$ cat src/rtl/blink_pkg.sv
// Shared types and default timing for the status-LED blink arbiter.
package blink_pkg;

  typedef enum logic [1:0] {IDLE, ON, OFF, GAP} blink_state_t;

  localparam int unsigned CLK_HZ         = 50_000_000;
  localparam int unsigned TICK_DIV_100MS = CLK_HZ / 10;

  function automatic int unsigned max3(input int unsigned a, input int unsigned b,
                                       input int unsigned c);
    int unsigned m;
    m = (a > b) ? a : b;
    return (m > c) ? m : c;
  endfunction

endpackage

$ cat src/rtl/blink_tick_gen.sv
// Free-running divider: one-cycle tick every TICK_DIV clocks after a clear.
module blink_tick_gen
  import blink_pkg::*;
#(
  parameter int unsigned TICK_DIV = TICK_DIV_100MS
) (
  input  logic clk50m,
  input  logic reset_n,
  input  logic clr,
  output logic tick
);

  localparam int unsigned CW = (TICK_DIV > 1) ? $clog2(TICK_DIV) : 1;
  localparam logic [CW-1:0] CNT_MAX = CW'(TICK_DIV - 1);

  logic [CW-1:0] cnt_q;

  always_ff @(posedge clk50m or negedge reset_n) begin
    if (!reset_n) begin
      cnt_q <= '0;
    end else if (clr || (cnt_q == CNT_MAX)) begin
      cnt_q <= '0;
    end else begin
      cnt_q <= cnt_q + CW'(1);
    end
  end

  assign tick = (cnt_q == CNT_MAX);

endmodule

$ cat src/rtl/led_blink_arbiter.sv
// Round-robin arbiter sharing one status LED; plays a burst of blinks per grant,
// followed by a fixed dark gap.
module led_blink_arbiter
  import blink_pkg::*;
#(
  parameter int unsigned NUM_REQ   = 4,
  parameter int unsigned CNT_W     = 4,
  parameter int unsigned TICK_DIV  = TICK_DIV_100MS,
  parameter int unsigned ON_TICKS  = 2,
  parameter int unsigned OFF_TICKS = 3,
  parameter int unsigned GAP_TICKS = 10
) (
  input  logic                              clk50m,
  input  logic                              reset_n,
  input  logic [NUM_REQ-1:0]                req_valid,
  input  logic [NUM_REQ-1:0][CNT_W-1:0]     req_count,
  output logic [NUM_REQ-1:0]                req_ready,
  output logic                              busy,
  output logic [$clog2(NUM_REQ)-1:0]        grant_id,
  output logic                              done,
  output logic                              led
);

  localparam int unsigned ID_W      = $clog2(NUM_REQ);
  localparam int unsigned MAX_TICKS = max3(ON_TICKS, OFF_TICKS, GAP_TICKS);
  localparam int unsigned PH_W      = $clog2(MAX_TICKS + 1);

  blink_state_t     state_q;
  logic [ID_W-1:0]  rr_q, grant_q, winner;
  logic [CNT_W-1:0] remaining_q, rem_dec;
  logic [PH_W-1:0]  phase_q, phase_lim;
  logic             led_q, busy_q, done_q;
  logic             found, accept, tick, phase_end;
  int unsigned      idx;

  // Rotating priority search starting just after the last winner.
  always_comb begin
    found  = 1'b0;
    winner = '0;
    idx    = 0;
    for (int unsigned i = 1; i <= NUM_REQ; i++) begin
      idx = 32'(rr_q) + i;
      if (idx >= NUM_REQ) idx = idx - NUM_REQ;
      if (!found && req_valid[idx[ID_W-1:0]]) begin
        found  = 1'b1;
        winner = idx[ID_W-1:0];
      end
    end
  end

  assign accept = reset_n && (state_q == IDLE) && found;

  always_comb begin
    req_ready = '0;
    if (accept) req_ready[winner] = 1'b1;
  end

  always_comb begin
    case (state_q)
      OFF:     phase_lim = PH_W'(OFF_TICKS - 1);
      GAP:     phase_lim = PH_W'(GAP_TICKS - 1);
      default: phase_lim = PH_W'(ON_TICKS - 1);
    endcase
  end

  assign phase_end = tick && (phase_q == phase_lim);
  assign rem_dec   = (remaining_q != '0) ? remaining_q - CNT_W'(1) : '0;

  blink_tick_gen #(
    .TICK_DIV (TICK_DIV)
  ) u_tick_gen (
    .clk50m  (clk50m),
    .reset_n (reset_n),
    .clr     (accept),
    .tick    (tick)
  );

  always_ff @(posedge clk50m or negedge reset_n) begin
    if (!reset_n) begin
      state_q     <= IDLE;
      led_q       <= 1'b0;
      busy_q      <= 1'b0;
      done_q      <= 1'b0;
      grant_q     <= '0;
      rr_q        <= ID_W'(NUM_REQ - 1);
      remaining_q <= '0;
      phase_q     <= '0;
    end else begin
      done_q <= 1'b0;
      unique case (state_q)
        IDLE: begin
          if (accept) begin
            remaining_q <= req_count[winner];
            grant_q     <= winner;
            rr_q        <= winner;
            phase_q     <= '0;
            if (req_count[winner] == '0) begin
              done_q <= 1'b1;
            end else begin
              state_q <= ON;
              led_q   <= 1'b1;
              busy_q  <= 1'b1;
            end
          end
        end
        ON, OFF, GAP: begin
          if (phase_end) begin
            phase_q <= '0;
            if (state_q == ON) begin
              remaining_q <= rem_dec;
              led_q       <= 1'b0;
              state_q     <= (rem_dec == '0) ? GAP : OFF;
            end else if (state_q == OFF) begin
              led_q   <= 1'b1;
              state_q <= ON;
            end else begin
              busy_q  <= 1'b0;
              done_q  <= 1'b1;
              state_q <= IDLE;
            end
          end else if (tick) begin
            phase_q <= phase_q + PH_W'(1);
          end
        end
        default: state_q <= IDLE;
      endcase
    end
  end

  assign led      = led_q;
  assign busy     = busy_q;
  assign done     = done_q;
  assign grant_id = grant_q;

endmodule

$ cat config.mk
export PLATFORM = sky130hd
export DESIGN_NAME = led_blink_arbiter
export DESIGN_NICKNAME = d
export VERILOG_FILES = /design/src/rtl/blink_pkg.sv /design/src/rtl/blink_tick_gen.sv /design/src/rtl/led_blink_arbiter.sv
export SDC_FILE = /design/constraint.sdc
export NUM_CORES = 1
export LEC_CHECK = 0
export CAP_MARGIN = 20
export CORE_UTILIZATION = 33
export DETAILED_ROUTE_END_ITERATION = 10
export SLEW_MARGIN = 40
export SYNTH_ARGS = -nofsm -noshare
export SYNTH_HDL_FRONTEND = slang
export SYNTH_SLANG_ARGS = --single-unit
$ cat constraint.sdc
create_clock -name clk50m -period 2.7 [get_ports clk50m]
set_clock_uncertainty 0.05 [all_clocks]
set_input_delay 0.27 -clock clk50m [delete_from_list [all_inputs] [get_ports clk50m]]
set_output_delay 0.27 -clock clk50m [all_outputs]
set_load 0.01 [all_outputs]
==> metrics.md, run 1 <==
| Metric | Value |
|---|---|
| Crit path cell chain | `clkdlybuf4s50_1 > o41ai_1 > buf_4 > nor2_1 > and3_1 > clkdlybuf4s50_1` |
| Crit path capture type | `primary output` |
| Largest family of logic cells by synthesized area | `simple AND/OR/NAND/NOR gates` |
| Layout area overhead | `22.5%` |
| Peak VDD IR | `0.000489 V` |
| First-pass GRT wire length | `8730 um` |
| RSZ-0062 raised after global routing | `no` |
| Via/cell ratio | `4.91` |
| Post-Syn Nets | `298` |
| Yosys top cell area share | `0.385` |
| Io pins | `31` |
| Fin crit share | `0.955` |
| Synth Area in Compound Gates | `0.163` |
| Yosys reg bits | `40` |
| Final Hold Fails | `0` |
| Fin crit period | `2.58 ns` |
| Kind of cell adding the most delay to the critical path | `buffers and inverters` |
| Initial DRC Count | `73` |
| Worst EP required | `2.38 ns` |
| DR pass1 iterations | `4` |
| Worst Tran Pin Value | `0.507 ns` |
| Final wirelength | `5310 um` |
| Largest net degree at the start of global routing | `41` |
| Netlist cell types | `58` |
| WP buf/inv | `3` |
| Worst setup path startpoint | `req_valid[3]` |
| Post-synth top flop | `dfrtp_1` |
| Share of post-route cells with drive strength above 1 | `0.117` |
| Worst setup SP type | `input port` |
| Root buffer cell | `clkbuf_8` |
| Max Fanout on Critical Path | `7` |
| Routability cong. | `0.834` |
| CTS buffer count | `5` |
| Vias after detailed routing | `2000` |
| Post-synth EDFFs | `0` |
| Largest cells by area after synthesis | `dfrtp_1 (39%), nor2_1 (6.7%), xor2_1 (6.4%), ha_1 (4.6%), nand3_1 (4.1%)` |
| Reg2reg start | `state_q[0]$_DFFE_PN0P_` |
| Port Buffers | `30` |
| Lkg Pwr | `0.00124 uW` |
| Post-Synth Simple-Gate Area | `0.243` |
| Post-synthesis xor/xnor area fraction | `0.0887` |
| Post-Route Utilization | `0.417` |
| Setup_tns | `0 ns` |
| Nets | `338` |
| Clock Latency Late Sink | `0.29 ns` |
| Rows | `31` |
| Synth Area per Inst | `9.25 um^2` |
| CTS tree | `yes` |
| WP data arrival | `2.26 ns` |
| Maxcap violations | `0` |
| R2R Path End | `busy$_DFFE_PN0P_` |
| Vias in the first global route | `1913` |
| CTS clk-pin slew, worst paths | `0.08 ns` |
| Netlist Area Pre-Place | `2470 um^2` |
| Setup bufs post-CTS | `0` |
| Ant. Diodes | `0` |
| Detailed-route wire length per cell | `13.0 um` |
| Die ar. | `7830 um^2` |
| Fmax | `388 MHz` |
| Sink Count | `40` |
| Finish-stage setup viols | `0` |
| Multiplexer share of the synthesized area | `0.0269` |
| Fin. max-slew vios | `0` |
| Initial Utilization | `0.340` |
| Initial antenna violation count | `0` |
| Routed Antenna Nets | `0` |
| Post-CTS Resized | `0` |
| GRT Util Overall | `0.145` |
| DPL Wire Length | `3970 um` |
| # hold bufs at CTS | `0` |
| Crit Path Class | `in2out` |
| Ys async rst share | `1.00` |
| Synth area leader | `dfrtp_1` |
| Worst path slowest cell | `clkdlybuf4s50_1` |
| Buffer depth of the longest clock path | `2` |
| Min-delay worst type | `in2async` |
| CORE AREA | `7250 um^2` |
| # DRC | `0` |
| R2R cell count | `10` |
| Critical Path Max Stage Delay | `0.64 ns` |
| Die width | `88.5 um` |
| Power density cells | `614 nW/um^2` |
| Relative slew slack | `0.662` |
| Synth Warn # | `0` |
| Worst setup path end | `req_ready[1]` |
| R2R setup slack | `0.22 ns` |
| Critical Path Most Common Cell | `clkdlybuf4s50_1` |
| Post-Synthesis Cells | `267` |
| Adder-cell share of the synthesized area | `0.0456` |
| Sequential fraction of the synthesis area | `0.406` |
| Overflow after GRT | `0` |
| Crit path depth | `6` |
| H-tree depth | `2` |
| Die H | `88.5 um` |
| Status | `complete, no violations` |
-- power breakdown --
part           internal (uW)  switching (uW)
registers                733             151
logic                    255             278
clock network            233             204
total                   1220             634
-- metrics by stage --
stage	std cells	hold WS [ns]	total power, uW	setup slack (ns)	area [um^2]
global placement	399	0.410	1420	0.0465	2920
CTS	407	0.0913	1880	0.123	3020
floorplan	267	-0.0756	1250	0.396	2470
global route	407	0.124	1990	0.00104	3020
detailed placement	399	0.411	1430	0.0363	2920
finish	407	0.0703	1850	0.121	3020
-- flip-flops by register name, indices dropped and copies added, names as in the netlist --
| name | cells |
|---|---|
| grant_id | 2 |
| led | 1 |
| phase_q | 4 |
| done | 1 |
| busy | 1 |
| rr_q | 2 |
| remaining_q | 4 |
| u_tick_gen.cnt_q | 23 |
| state_q | 2 |
-- metal layers --
layer | GRT usage | vias up | wire (um) | share of wire
li1 | - | 1020 | - | -
met1 | 0.190 | 938 | 2670 | 0.50
met2 | 0.240 | 38 | 2340 | 0.44
met3 | 0.0364 | 4 | 254 | 0.048
met4 | 0.0352 | 0 | 44 | 0.0083
met5 | 0 | - | 0 | 0
-- placed cells by master (no fill, tap or decap), types with 2 or more instances in the layout --
cell             netlist  layout
nor3_1                 5       5
a21o_1                 2       2
a211o_1                3       3
inv_1                 10      10
o21ai_0               15      15
nor4_1                 3       3
dfrtp_1               38      38
nand4_1                7       7
nand3_1               20      20
or3_1                  2       2
a21boi_1               4       4
clkdlybuf4s50_1        0      29
ha_1                   9       9
nand2_1               23      23
xor2_1                18      18
xnor2_1                7       7
or2_2                  2       2
clkbuf_8               0       7
buf_4                  0       8
dfstp_2                2       2
mux2i_1                4       4
a311oi_1               2       2
a22oi_4                2       2
a21oi_1                2       2
a22o_1                 2       2
nand2b_1               2       2
nor2_1                44      43
and3_1                 4       4
-- how the worst min path moves through the flow --
| stage | end | slack, ns |
|---|---|---|
| 3_5_place_dp | phase_q[0]$_DFFE_PN0P_ | 0.41 |
| 6_report | u_tick_gen.cnt_q[22]$_DFF_PN0_ | 0.07 |
| 4_1_cts | u_tick_gen.cnt_q[22]$_DFF_PN0_ | 0.09 |
| 3_3_place_gp | phase_q[0]$_DFFE_PN0P_ | 0.41 |
| 2_1_floorplan | busy$_DFFE_PN0P_ | -0.08 |
| 5_1_grt | u_tick_gen.cnt_q[22]$_DFF_PN0_ | 0.12 |
-- cells in the mapped netlist, drive strengths merged (4+ instances only) --
cell type and number:
mux2i 4, ha 9, inv 10, xnor2 7, xor2 18, a21boi 5, and3 5, dfrtp 38
nor2 45, nand4 7, nand2 23, a21oi 4, nand3 20, a211o 4, nor3 5, o21ai 16
-- area by class of cell --
type	instances	area [um^2]
Fill cell	760	4230
Multi-Input combinational cell	212	1400
Sequential cell	40	1000
Timing Repair Buffer	38	355
Tap cell	99	124
Clock buffer	8	100
Inverter	10	37.5
-- kinds of logic after synthesis --
family,Yosys count
simple gates,123
flops,40
buf+inv,15
fa+ha+maj,9
compound gates,49
mux,6
xor+xnor,25
No activity file was read; power rests on OpenSTA's default activity.
==> inputs of run 2 (changes only) <==
--- a/config.mk
+++ b/config.mk
@@ -5,8 +5,9 @@
 export SDC_FILE = /design/constraint.sdc
 export NUM_CORES = 1
 export LEC_CHECK = 0
-export CAP_MARGIN = 20
+export CAP_MARGIN = 30
 export CORE_UTILIZATION = 33
+export CTS_BUF_LIST = sky130_fd_sc_hd__clkbuf_4 sky130_fd_sc_hd__clkbuf_8 sky130_fd_sc_hd__clkbuf_16
 export DETAILED_ROUTE_END_ITERATION = 10
 export SLEW_MARGIN = 40
 export SYNTH_ARGS = -nofsm -noshare
==> run 2 against run 1 <==
Against the previous run:
- setup slack gained 0.0011 ns
- sequential share of layout area about the same
- clock power increased by 3%
- wire length about the same
==> metrics.md, run 2 (same netlist as run 1, synthesis figures left out) <==
| Metric | Value |
|---|---|
| Sw Share | `0.340 (-0.00127)` |
| Max Fanout on Critical Path | `7 (unchanged)` |
| # hold bufs at CTS | `0 (unchanged)` |
| CORE AREA | `7250 um^2 (unchanged)` |
| Most flop-heavy register | `u_tick_gen.cnt_q` |
| Maxcap violations | `0 (unchanged)` |
| Routability cong. | `0.834 (unchanged)` |
| WP data arrival | `2.26 ns (about the same)` |
| Post-route insts no fill | `407 (unchanged)` |
| Fin crit period | `2.58 ns (-0.00110 ns)` |
| DR pass1 iterations | `4 (unchanged)` |
| Metal1 wirelength | `2660 um (-0.19%)` |
| Root buffer cell | `clkbuf_8` |
| Commonest non-fill, non-tap cell in the layout | `nor2_1` |
| Worst EP required | `2.38 ns (about the same)` |
| Via/cell ratio | `4.95 (+0.75%)` |
| # DRC | `0 (unchanged)` |
| CTS tree | `yes` |
| Crit Path Class | `in2out` |
| Die ar. | `7830 um^2 (unchanged)` |
| Top Registers | `u_tick_gen.cnt_q x23, phase_q x4, remaining_q x4` |
| Share of post-route cells with drive strength above 1 | `0.120 (+0.00325)` |
| Routed Antenna Nets | `0 (unchanged)` |
| Internal power | `1230 uW (+0.82%)` |
| DR top layer | `met4` |
| Sink Count | `40 (unchanged)` |
| Finish-stage setup viols | `0 (unchanged)` |
| Overflow after GRT | `0 (unchanged)` |
| Lkg Pwr | `0.00124 uW (+0.28%)` |
| CTS clk-pin slew, worst paths | `0.08 ns (about the same)` |
| Clk pwr share | `0.241 (+0.005)` |
| Peak VDD IR | `0.000483 V (-1.2%)` |
| Min-delay worst type | `in2async` |
| Die H | `88.5 um (unchanged)` |
| Max reg flops | `23 (unchanged)` |
| Die width | `88.5 um (unchanged)` |
| RSZ-0062 raised after global routing | `no` |
| Layout area overhead | `22.6%` |
| Ant. Diodes | `0 (unchanged)` |
| Rows | `31 (unchanged)` |
| Nets | `338 (unchanged)` |
| GRT Util Overall | `0.145 (+0.000198)` |
| Post-Route Utilization | `0.417 (+0.000518)` |
| Seq pwr share | `0.474 (-0.003)` |
| Fillers | `762 (+0.26%)` |
| Relative slew slack | `0.664 (+0.00158)` |
| Met3 WL | `249 um (-2.0%)` |
| Vias in the first global route | `1908 (-0.26%)` |
| Total Power | `1870 uW (+0.63%)` |
| Fin crit share | `0.955 (about the same)` |
| Final Hold Fails | `0 (unchanged)` |
| Met2 WL post-DR | `2360 um (+0.60%)` |
| Fmax | `388 MHz (about the same)` |
| Largest net degree at the start of global routing | `41 (unchanged)` |
| Detailed-route wire length per cell | `13.1 um (about the same)` |
| Initial Utilization | `0.340 (unchanged)` |
| Crit path capture type | `primary output` |
| Initial antenna violation count | `0 (unchanged)` |
| DPL Wire Length | `3970 um (unchanged)` |
| Combinational cell fraction of total power | `0.286 (about the same)` |
| Vias after detailed routing | `2015 (+0.75%)` |
| Buffer depth of the longest clock path | `2 (unchanged)` |
| Inst Count DP | `399 (unchanged)` |
| Setup_tns | `0 ns (unchanged)` |
| Worst Tran Pin Value | `0.504 ns (-0.00237 ns)` |
| Power density cells | `617 nW/um^2 (+0.50%)` |
| H-tree depth | `2 (unchanged)` |
| First-pass GRT wire length | `8740 um (about the same)` |
| Worst setup SP type | `input port` |
| Status | `complete, no violations` |
| CTS buffer count | `5 (unchanged)` |
| Fin. max-slew vios | `0 (unchanged)` |
| Net Sw Power | `635 uW (+0.25%)` |
| Initial DRC Count | `76 (+4.1%)` |
| Port Buffers | `30 (unchanged)` |
| Final wirelength | `5310 um (about the same)` |
| Clock Latency Late Sink | `0.29 ns (about the same)` |
| Io pins | `31 (unchanged)` |
| Most frequent cells in the layout | `nor2_1 (43), dfrtp_1 (38), clkdlybuf4s50_1 (29), nand2_1 (23), nand3_1 (20)` |
[run 2: path summary, 6_finish.rpt]
kind | start | end | slack, ns | cells past startpoint
worst max-delay path | req_valid[3] | req_ready[1] | 0.12 | 6
worst min-delay path | reset_n | u_tick_gen.cnt_q[22]$_DFF_PN0_ | 0.06 | 2
worst max register to register | state_q[0]$_DFFE_PN0P_ | busy$_DFFE_PN0P_ | 0.22 | 10
worst min register to register | grant_id[1]$_DFFE_PN0P_ | grant_id[1]$_DFFE_PN0P_ | 0.44 | 1
max in group asynchronous | reset_n | rr_q[0]$_DFFE_PN1P_ | 2.17 | 2
min in group clk50m | grant_id[1]$_DFFE_PN0P_ | grant_id[1]$_DFFE_PN0P_ | 0.44 | 1
[run 2: what timing repair did]
action | CTS | global route
endpoints found under the setup margin | 0 | 2
resized for setup | 0 | 1
endpoints found under the hold margin | 0 | 0
buffers inserted | 0 | 0
[run 2: power by group through the flow]
| stage | registers, uW | logic [uW] | clock network (uW) |
|---|---|---|---|
| after floorplan | 861 | 391 | 0 |
| final | 884 | 533 | 449 |
| after CTS | 886 | 540 | 460 |
| after global placement | 894 | 528 | 0 |
| after detailed placement | 893 | 539 | 0 |
| after global routing | 907 | 605 | 486 |
[run 2: layout make-up]
type / count / area (um^2) / share of cell area
Multi-Input combinational cell: 212 / 1400 / 0.463
Sequential cell: 40 / 1000 / 0.332
Timing Repair Buffer: 38 / 355 / 0.117
Tap cell: 99 / 124 / 0.0409
Clock buffer: 8 / 104 / 0.0343
Inverter: 10 / 37.5 / 0.0124
[run 2: worst max-delay path: stages]
cell and delay [ns]:
clkdlybuf4s50_1 0.64, o41ai_1 0.12, buf_4 0.15, nor2_1 0.32
and3_1 0.22, clkdlybuf4s50_1 0.53
[run 2: layer usage]
layer / global-route usage / vias to the layer above
li1: - / 1021
met1: 0.191 / 954
met2: 0.238 / 36
met3: 0.0364 / 4
met4: 0.0352 / 0
met5: 0 / -
[run 2: per-stage QoR]
step	cell area (um^2)	setup slack, ns	hold slack [ns]
2_1_floorplan	2470	0.396	-0.0756
3_3_place_gp	2920	0.0465	0.410
3_5_place_dp	2920	0.0363	0.411
4_1_cts	3020	0.123	0.0913
5_1_grt	3030	0.00104	0.124
6_report	3030	0.122	0.0625
